## config.mk

```make
export PLATFORM = sky130hd
export DESIGN_NAME = mux_rr_scheduler
export DESIGN_NICKNAME = d
export VERILOG_FILES = /design/src/rtl/mux_rr_scheduler.sv
export SDC_FILE = /design/constraint.sdc
export NUM_CORES = 1
export LEC_CHECK = 0
export BUFFER_PORTS_ARGS = -buffer_cell sky130_fd_sc_hd__buf_2
export CORE_MARGIN = 1.5
export CORE_UTILIZATION = 51
export CTS_CLUSTER_SIZE = 30
export DETAILED_ROUTE_END_ITERATION = 8
export PLACE_DENSITY = 0.75
export SYNTH_ARGS = -nofsm -noshare
export SYNTH_HDL_FRONTEND = slang
export SYNTH_SLANG_ARGS = --single-unit
```

## constraint.sdc

```tcl
create_clock -name clk -period 3.8 [get_ports clk]
set_input_delay 0.38 -clock clk [delete_from_list [all_inputs] [get_ports clk]]
set_output_delay 0.38 -clock clk [all_outputs]
set_load 0.02 [all_outputs]
```

## src/rtl/mux_rr_scheduler.sv

```systemverilog
`default_nettype none
// ============================================================================
//  Module      : mux_rr_scheduler
//  Description : Round-robin scheduler that shares an 8:1 multiplexer among
//                eight requesters. It drives the registered 3-bit select,
//                a one-hot grant, a busy flag and a one-cycle timeout pulse.
//                A grant ends when the grantee is finished, its request
//                drops, or the hold limit expires.
//  Revision    : 1.0 - initial release
// ============================================================================
module mux_rr_scheduler #(
  parameter int MAX_HOLD = 4    // maximum grant length in cycles, 1..15
) (
  input  logic       clk,
  input  logic       reset,
  input  logic [7:0] req,
  // "release" is a reserved SystemVerilog keyword, so the grantee-finished
  // strobe carries this name instead.
  input  logic       release_req,
  output logic [2:0] address,
  output logic [7:0] grant,
  output logic       busy,
  output logic       timeout
);

  // Last value of the hold counter before the limit ends the grant.
  localparam logic [3:0] c_hold_last = 4'(MAX_HOLD - 1);

  typedef enum logic [0:0] {
    ST_IDLE  = 1'b0,
    ST_GRANT = 1'b1
  } state_t;

  state_t     r_state;
  state_t     w_state_nxt;
  logic [2:0] r_ptr;
  logic [2:0] w_ptr_nxt;
  logic [3:0] r_cnt;
  logic [3:0] w_cnt_nxt;
  logic [2:0] w_address_nxt;
  logic [7:0] w_grant_nxt;
  logic       w_busy_nxt;
  logic       w_timeout_nxt;

  logic [7:0] w_rot;
  logic [2:0] w_offset;
  logic [2:0] w_winner;
  logic       w_any;
  logic       w_normal_end;
  logic       w_limit_end;

  // Rotate the request vector so that bit 0 is the requester at the pointer.
  always_comb begin
    w_rot = '0;
    for (int i = 0; i < 8; i++) begin
      w_rot[i] = req[3'(r_ptr + 3'(i))];
    end
  end

  // Lowest set bit of the rotated vector is the nearest requester at or
  // above the pointer; add the pointer back to get its absolute index.
  always_comb begin
    w_offset = 3'd0;
    for (int j = 7; j >= 0; j--) begin
      if (w_rot[j]) begin
        w_offset = 3'(j);
      end
    end
    w_any    = |req;
    w_winner = r_ptr + w_offset;
  end

  // Grant-end conditions; a normal end masks the hold limit so that a
  // simultaneous release never produces a timeout pulse.
  always_comb begin
    w_normal_end = release_req || !req[address];
    w_limit_end  = !w_normal_end && (r_cnt == c_hold_last);
  end

  // Next-state and next-output decode for the two-state scheduler.
  always_comb begin
    w_state_nxt   = r_state;
    w_ptr_nxt     = r_ptr;
    w_cnt_nxt     = r_cnt;
    w_address_nxt = address;
    w_grant_nxt   = grant;
    w_busy_nxt    = busy;
    w_timeout_nxt = 1'b0;

    case (r_state)
      ST_IDLE: begin
        w_grant_nxt = '0;
        w_busy_nxt  = 1'b0;
        if (w_any) begin
          w_address_nxt = w_winner;
          w_grant_nxt   = 8'b1 << w_winner;
          w_busy_nxt    = 1'b1;
          w_cnt_nxt     = 4'd0;
          w_state_nxt   = ST_GRANT;
        end
      end

      ST_GRANT: begin
        if (w_normal_end || w_limit_end) begin
          // The served requester drops to lowest priority next round.
          w_grant_nxt   = '0;
          w_busy_nxt    = 1'b0;
          w_ptr_nxt     = address + 3'd1;
          w_timeout_nxt = w_limit_end;
          w_state_nxt   = ST_IDLE;
        end else begin
          w_cnt_nxt = r_cnt + 4'd1;
        end
      end

      default: begin
        w_state_nxt = ST_IDLE;
        w_grant_nxt = '0;
        w_busy_nxt  = 1'b0;
      end
    endcase
  end

  // State, pointer, counter and registered outputs; reset dominates.
  always_ff @(posedge clk) begin
    if (reset) begin
      r_state <= ST_IDLE;
      r_ptr   <= 3'd0;
      r_cnt   <= 4'd0;
      address <= 3'd0;
      grant   <= 8'd0;
      busy    <= 1'b0;
      timeout <= 1'b0;
    end else begin
      r_state <= w_state_nxt;
      r_ptr   <= w_ptr_nxt;
      r_cnt   <= w_cnt_nxt;
      address <= w_address_nxt;
      grant   <= w_grant_nxt;
      busy    <= w_busy_nxt;
      timeout <= w_timeout_nxt;
    end
  end

endmodule
`default_nettype wire

```

=== Word-level counts from Yosys, hierarchy flattened ===
Cells that the tools add are included.

* Muxes and demuxes: 37
* Equality and inequality tests: 4
* Bitwise operators: 2
* Magnitude comparators: 9
* Shift operators: 1
* Reductions and logical operators: 10
* Add/subtract/negate cells: 10

{| class="wikitable"
|+ Operator list
! operator !! count
|-
| 3-bit by 4-bit < comparator with 1-bit output, second input constant || 9
|-
| 1-bit binary-select mux with 3-bit select || 9
|-
| 3-bit 2-to-1 mux || 8
|-
| 8-bit 2-to-1 mux || 2
|-
| 8-bit one-hot mux with 2 select lines || 1
|-
| 3-bit adder, second input constant || 4
|-
| 1-bit 2-to-1 mux || 12
|-
| 4-bit 2-to-1 mux || 2
|-
| 4-bit one-hot mux with 2 select lines || 1
|-
| 8-bit OR reduction || 1
|-
| 1-bit by 3-bit left shift with 8-bit output, first input constant || 1
|-
| 3-bit by 1-bit adder with 3-bit output, second input constant || 2
|-
| 3-bit by 2-bit adder with 3-bit output, second input constant || 2
|-
| 2-bit AND reduction || 3
|-
| 4-bit by 1-bit adder with 4-bit output, second input constant || 1
|-
| 4-bit by 2-bit equality test with 1-bit output, second input constant || 1
|-
| 2-bit inequality test, second input constant || 2
|-
| 1-bit one-hot mux with 2 select lines || 2
|-
| 3-bit adder || 1
|-
| 3-bit OR reduction || 1
|-
| 1-bit zero test || 2
|-
| 1-bit logical OR || 2
|-
| 2-bit by 1-bit inequality test with 1-bit output, second input constant || 1
|-
| 1-bit inverter || 2
|-
| 1-bit logical AND || 1
|}

* Register bits after elaboration: 21
* Input port bits: 11
* Output and inout port bits: 13
* Word-level logic and storage cells: 80

=== Logic depth before layout (Yosys ltp) ===
* Depth in word-level cells: 15
* Depth in mapped cells: 17
* Mapped depth without buffers: 15

=== Worst setup path before layout ===
No wires, ideal clock.

* Kind: register to register
* Start: register r_ptr[1]
* End: register grant[2]
* Arrival time: 4.052 ns
* Buffers on the path: 2
* Setup time: 0.062 ns
* Data required time: 3.738 ns
* Slack: -0.314 ns
* Stages on the path, launching flop included: 18
* Cells stage by stage: dfxtp_1 > clkbuf_1 > inv_1 > ha_1 > buf_6 > mux4_2 > mux2_2 > nor2b_1 > nor2_1 > o21ba_1 > a2bb2oi_1 > ha_1 > inv_1 > fa_1 > or4b_2 > nor2_1 > nand3_1 > nand3_1

* Cells in the longest elaborated chain, start to end: 15
* Elaborated cells on any way between the ends: 35

{| class="wikitable"
|+ RTL lines
! what !! RTL line !! text
|-
| start: declaration || 36 || <nowiki>logic [2:0] r_ptr;</nowiki>
|-
| start signal: assignment || 136 || <nowiki>r_ptr <= w_ptr_nxt;</nowiki>
|-
| 3-bit adder || 56 || <nowiki>w_rot[i] = req[3'(r_ptr + 3'(i))];</nowiki>
|-
| 1-bit binary-select mux with 3-bit select || 56 ||
|-
| 1-bit 2-to-1 mux (implied by the code) || 56 ||
|-
| 3-bit 2-to-1 mux (8 in a row) || 65 || <nowiki>if (w_rot[j]) begin</nowiki>
|-
| 3-bit adder * || 70 || <nowiki>w_winner = r_ptr + w_offset;</nowiki>
|-
| 1-bit by 3-bit left shift with 8-bit output * || 96 || <nowiki>w_grant_nxt = 8'b1 << w_winner;</nowiki>
|-
| 8-bit 2-to-1 mux * || 94 || <nowiki>if (w_any) begin</nowiki>
|-
| 8-bit one-hot mux with 2 select lines * || 90 || <nowiki>case (r_state)</nowiki>
|-
| end signal: assignment || 139 || <nowiki>grant <= w_grant_nxt;</nowiki>
|-
| end: declaration || 21 || <nowiki>output logic [7:0] grant,</nowiki>
|}

Every way passes the cells marked *; elsewhere a longest branch is shown, timed or not. The select of a mux whose other input is x is not followed.
A chain may end at the register's enable or synchronous reset.

=== Worst setup path after layout ===
* Start: register r_ptr[1]
* End: register grant[0]

Same word-level chain as after synthesis.

==> impl_metrics.json <==
{
  "result_of_the_run": "completed",
  "drive_gt1_share_pct": 43.9,
  "synth_largest_type_area_fraction_pct": 25.3,
  "clockBufferDepth": 2,
  "dieHeight_um": 60.1,
  "setup_slack_ns": 0.0916,
  "finalCoreUtilization_pct": 64.5,
  "ys_seq_area_share_pct": 25.3,
  "grt_first_pass_wirelength_um": 6110,
  "die_area_um2": 3610,
  "power_per_cell_area_nw_per_um2": 450,
  "fmax_mhz": 270,
  "ys_seq_elements": 21,
  "gp_routability_congestion": 0.851,
  "antenna_violations_before_repair": 0,
  "maxSlewViolCount": 0,
  "cts-buffers-inserted": 3,
  "worst_hold_slack_across_all_endpoints_ns": 0.359,
  "grt_most_used_layer": "met2",
  "start_util_pct": 54.0,
  "setup.worst_path.class": "reg2reg",
  "post_synth_instance_area_um2": 1660,
  "time_the_final_worst_path_needs_with_i_o_delays_and_setup_ns": 3.71,
  "final.setup_skew_ns": 0.00245,
  "groute.layer.met3.usage_pct": 3.03,
  "cts_root_buffer": "clkbuf_4",
  "number_of_vias_per_cell_after_detailed_routing": 5.86,
  "timing.critical_path.required_ns": 4.06,
  "synthArstFlopShare_pct": 0,
  "nets": 216,
  "clk_transition_reported_paths_ns": 0.12,
  "synth.area.top_cells": "dfxtp_1, mux4_2, nand3_1",
  "maxcap_viol_count": 0,
  "syn_avg_cell_area_um2": 9.78,
  "worst_skew_pair.late_latency_ns": 0.31,
  "groute.layer.met1.usage_pct": 29.0,
  "placeableCoreArea_um2": 3080,
  "area_growth_syn_to_layout_pct": 19.3,
  "dp.final_hpwl_um": 2810,
  "netlist_instances": 170,
  "std_cell_rows": 20,
  "grt_use_met2_pct": 39.0,
  "timing.critical_path.to_type": "flop",
  "vias_in_the_first_global_route": 1357,
  "postRouteAntennaNets": 0,
  "synth_edf_count": 0,
  "die_width_um": 60.1,
  "overall_global_routing_resource_usage_pct": 22.4,
  "pre_cts_ws_ns": -0.00663,
  "ir_drop_mv": 0.281,
  "finalSetupViolCount": 0,
  "drt_first_iter_violations": 69,
  "floorplan.io_pins": 24,
  "yosysWarnings": 0,
  "route.detailed.drc": 0,
  "post-synth-top-area-cell": "dfxtp_1",
  "routedWlPerCell_um": 15.9,
  "num_vias": 1418,
  "cts_sinks": 21,
  "critPathMaxFanout": 6,
  "timing_worst_slew_pin_value_ns": 1.04,
  "cts_htree_levels": 1,
  "timing.critical_path.from_type": "flop",
  "place.port_buffers": 23,
  "timing.hold.worst.class": "in2reg",
  "synthesis.nets": 187,
  "overflow": 0,
  "dr.pass1.iters": 4,
  "grt_start_max_net_pins": 18,
  "synth_top_flop_cell": "dfxtp_1",
  "totalNegativeSetupSlack_ns": 0,
  "final_number_of_hold_violating_endpoints": 0,
  "antenna_cells": 0,
  "tritoncts": "yes",
  "worst_rel_slew_slack_pct": 30.9,
  "wl_um": 3860,
  "power.leakage_nw": 0.797,
  "data_arrival_time_of_the_critical_path_ns": 3.96,
  "finalCritPeriodShare_pct": 97.6,
  "synth.lib_cells_used.distinct": 46,
  "postCtsHoldBufs": 0
}
## worst max-delay path, cell delays in order, from the launching register on
cell and delay, ns:
dfxtp_2 0.35, inv_2 0.06, ha_4 0.29, buf_6 0.13
mux2_4 0.30, mux4_2 0.51, or3b_4 0.42, o22a_1 0.19
fa_2 0.59, or4bb_4 0.48, nor2_2 0.13, o21ai_1 0.11
nand3_1 0.08
## routing by layer
| metal | wire length [um] | vias to the layer above |
|---|---|---|
| li1 | - | 696 |
| met1 | 1650 | 680 |
| met2 | 2040 | 34 |
| met3 | 92 | 8 |
| met4 | 71 | 0 |
| met5 | 0 | - |
## worst paths after layout
check / start / endpoint / slack (ns) / depth (start not counted)
max: r_ptr[1] / grant[0] / 0.09 / 12
min: release_req / timeout / 0.36 / 3
max reg2reg: r_ptr[1] / grant[0] / 0.09 / 12
min reg2reg: grant[7] / grant[7] / 0.47 / 2
## placed cells by master (no fill, tap or decap), drive strengths merged
cell type and n:
o22a 1, inv 4, nor2 19, o32ai 1
fa 1, nand4b 1, clkbuf 3, nand3 17
a2111oi 1, clkinv 1, or3b 2, mux4 12
buf 33, a2bb2oi 1, a211oi 1, ha 5
nand2 12, a21o 1, nor3b 2, nor3 2
a311oi 1, nor2b 2, mux2i 6, or2 3
o21ba 1, o21a 1, xnor2 1, or4bb 2
o32a 2, o21ai 10, a21oi 4, nand2b 2
xor2 7, or4b 1, mux2 8, dfxtp 21
nor4b 1, nor4 4, nand4 1
## kinds of logic after synthesis
family | synth area share (%)
muxes | 26.2
adders and majority gates | 4.97
AOI/OAI and AO/OA | 12.0
and+or+nand+nor | 23.6
buffers and inverters | 3.84
xor gates and xnor gates | 4.21
DFF | 25.3
## synthesized netlist by cell type (2+ instances only)
master    number
nor4_1         2
nor3b_1        2
buf_6          2
mux2_2         4
nor2b_1        2
mux2i_1        6
xor2_1         7
ha_1           5
nor4_2         2
buf_1          3
nand3_1       16
nand2b_1       2
dfxtp_1       21
mux2_4         4
inv_1          4
nor2_1        19
mux4_2        12
or4bb_1        2
a21oi_1        4
nor3_1         2
clkbuf_1       4
nand2_1       12
o21ai_1       10
## sequential cells by signal, summed over array words and instances, names as in the netlist
signal	cells
address	3
busy	1
grant	8
r_cnt	4
r_ptr	3
r_state	1
timeout	1
## power by group
part           leakage, nW  total, mW  switching, mW  internal (mW)
registers            0.172      0.270         0.0237          0.246
logic                0.607      0.516          0.272          0.245
clock network       0.0177      0.108         0.0684         0.0393
## stage by stage
step	power (mW)	cells	cell area, um^2
6_report	0.893	242	1980
5_1_grt	0.939	242	1980
4_1_cts	0.835	238	1890
3_5_place_dp	0.722	234	1850
3_3_place_gp	0.702	234	1850
2_1_floorplan	0.626	170	1690
## final cells by class
| class | instances | area (um^2) |
|---|---|---|
| Clock buffer | 3 | 22.5 |
| Clock inverter | 1 | 5.00 |
| Fill cell | 262 | 1090 |
| Inverter | 4 | 15.0 |
| Multi-Input combinational cell | 136 | 1260 |
| Sequential cell | 21 | 425 |
| Tap cell | 44 | 55.1 |
| Timing Repair Buffer | 33 | 198 |
## timing repair
item,4_1_cts,5_1_grt
gates resized for setup,1,20
buffers inserted,0,4
endpoints found under the hold margin,0,0
endpoints found under the setup margin,6,9
pin swaps,0,10
Note: power is estimated with default switching activity, not from simulation.
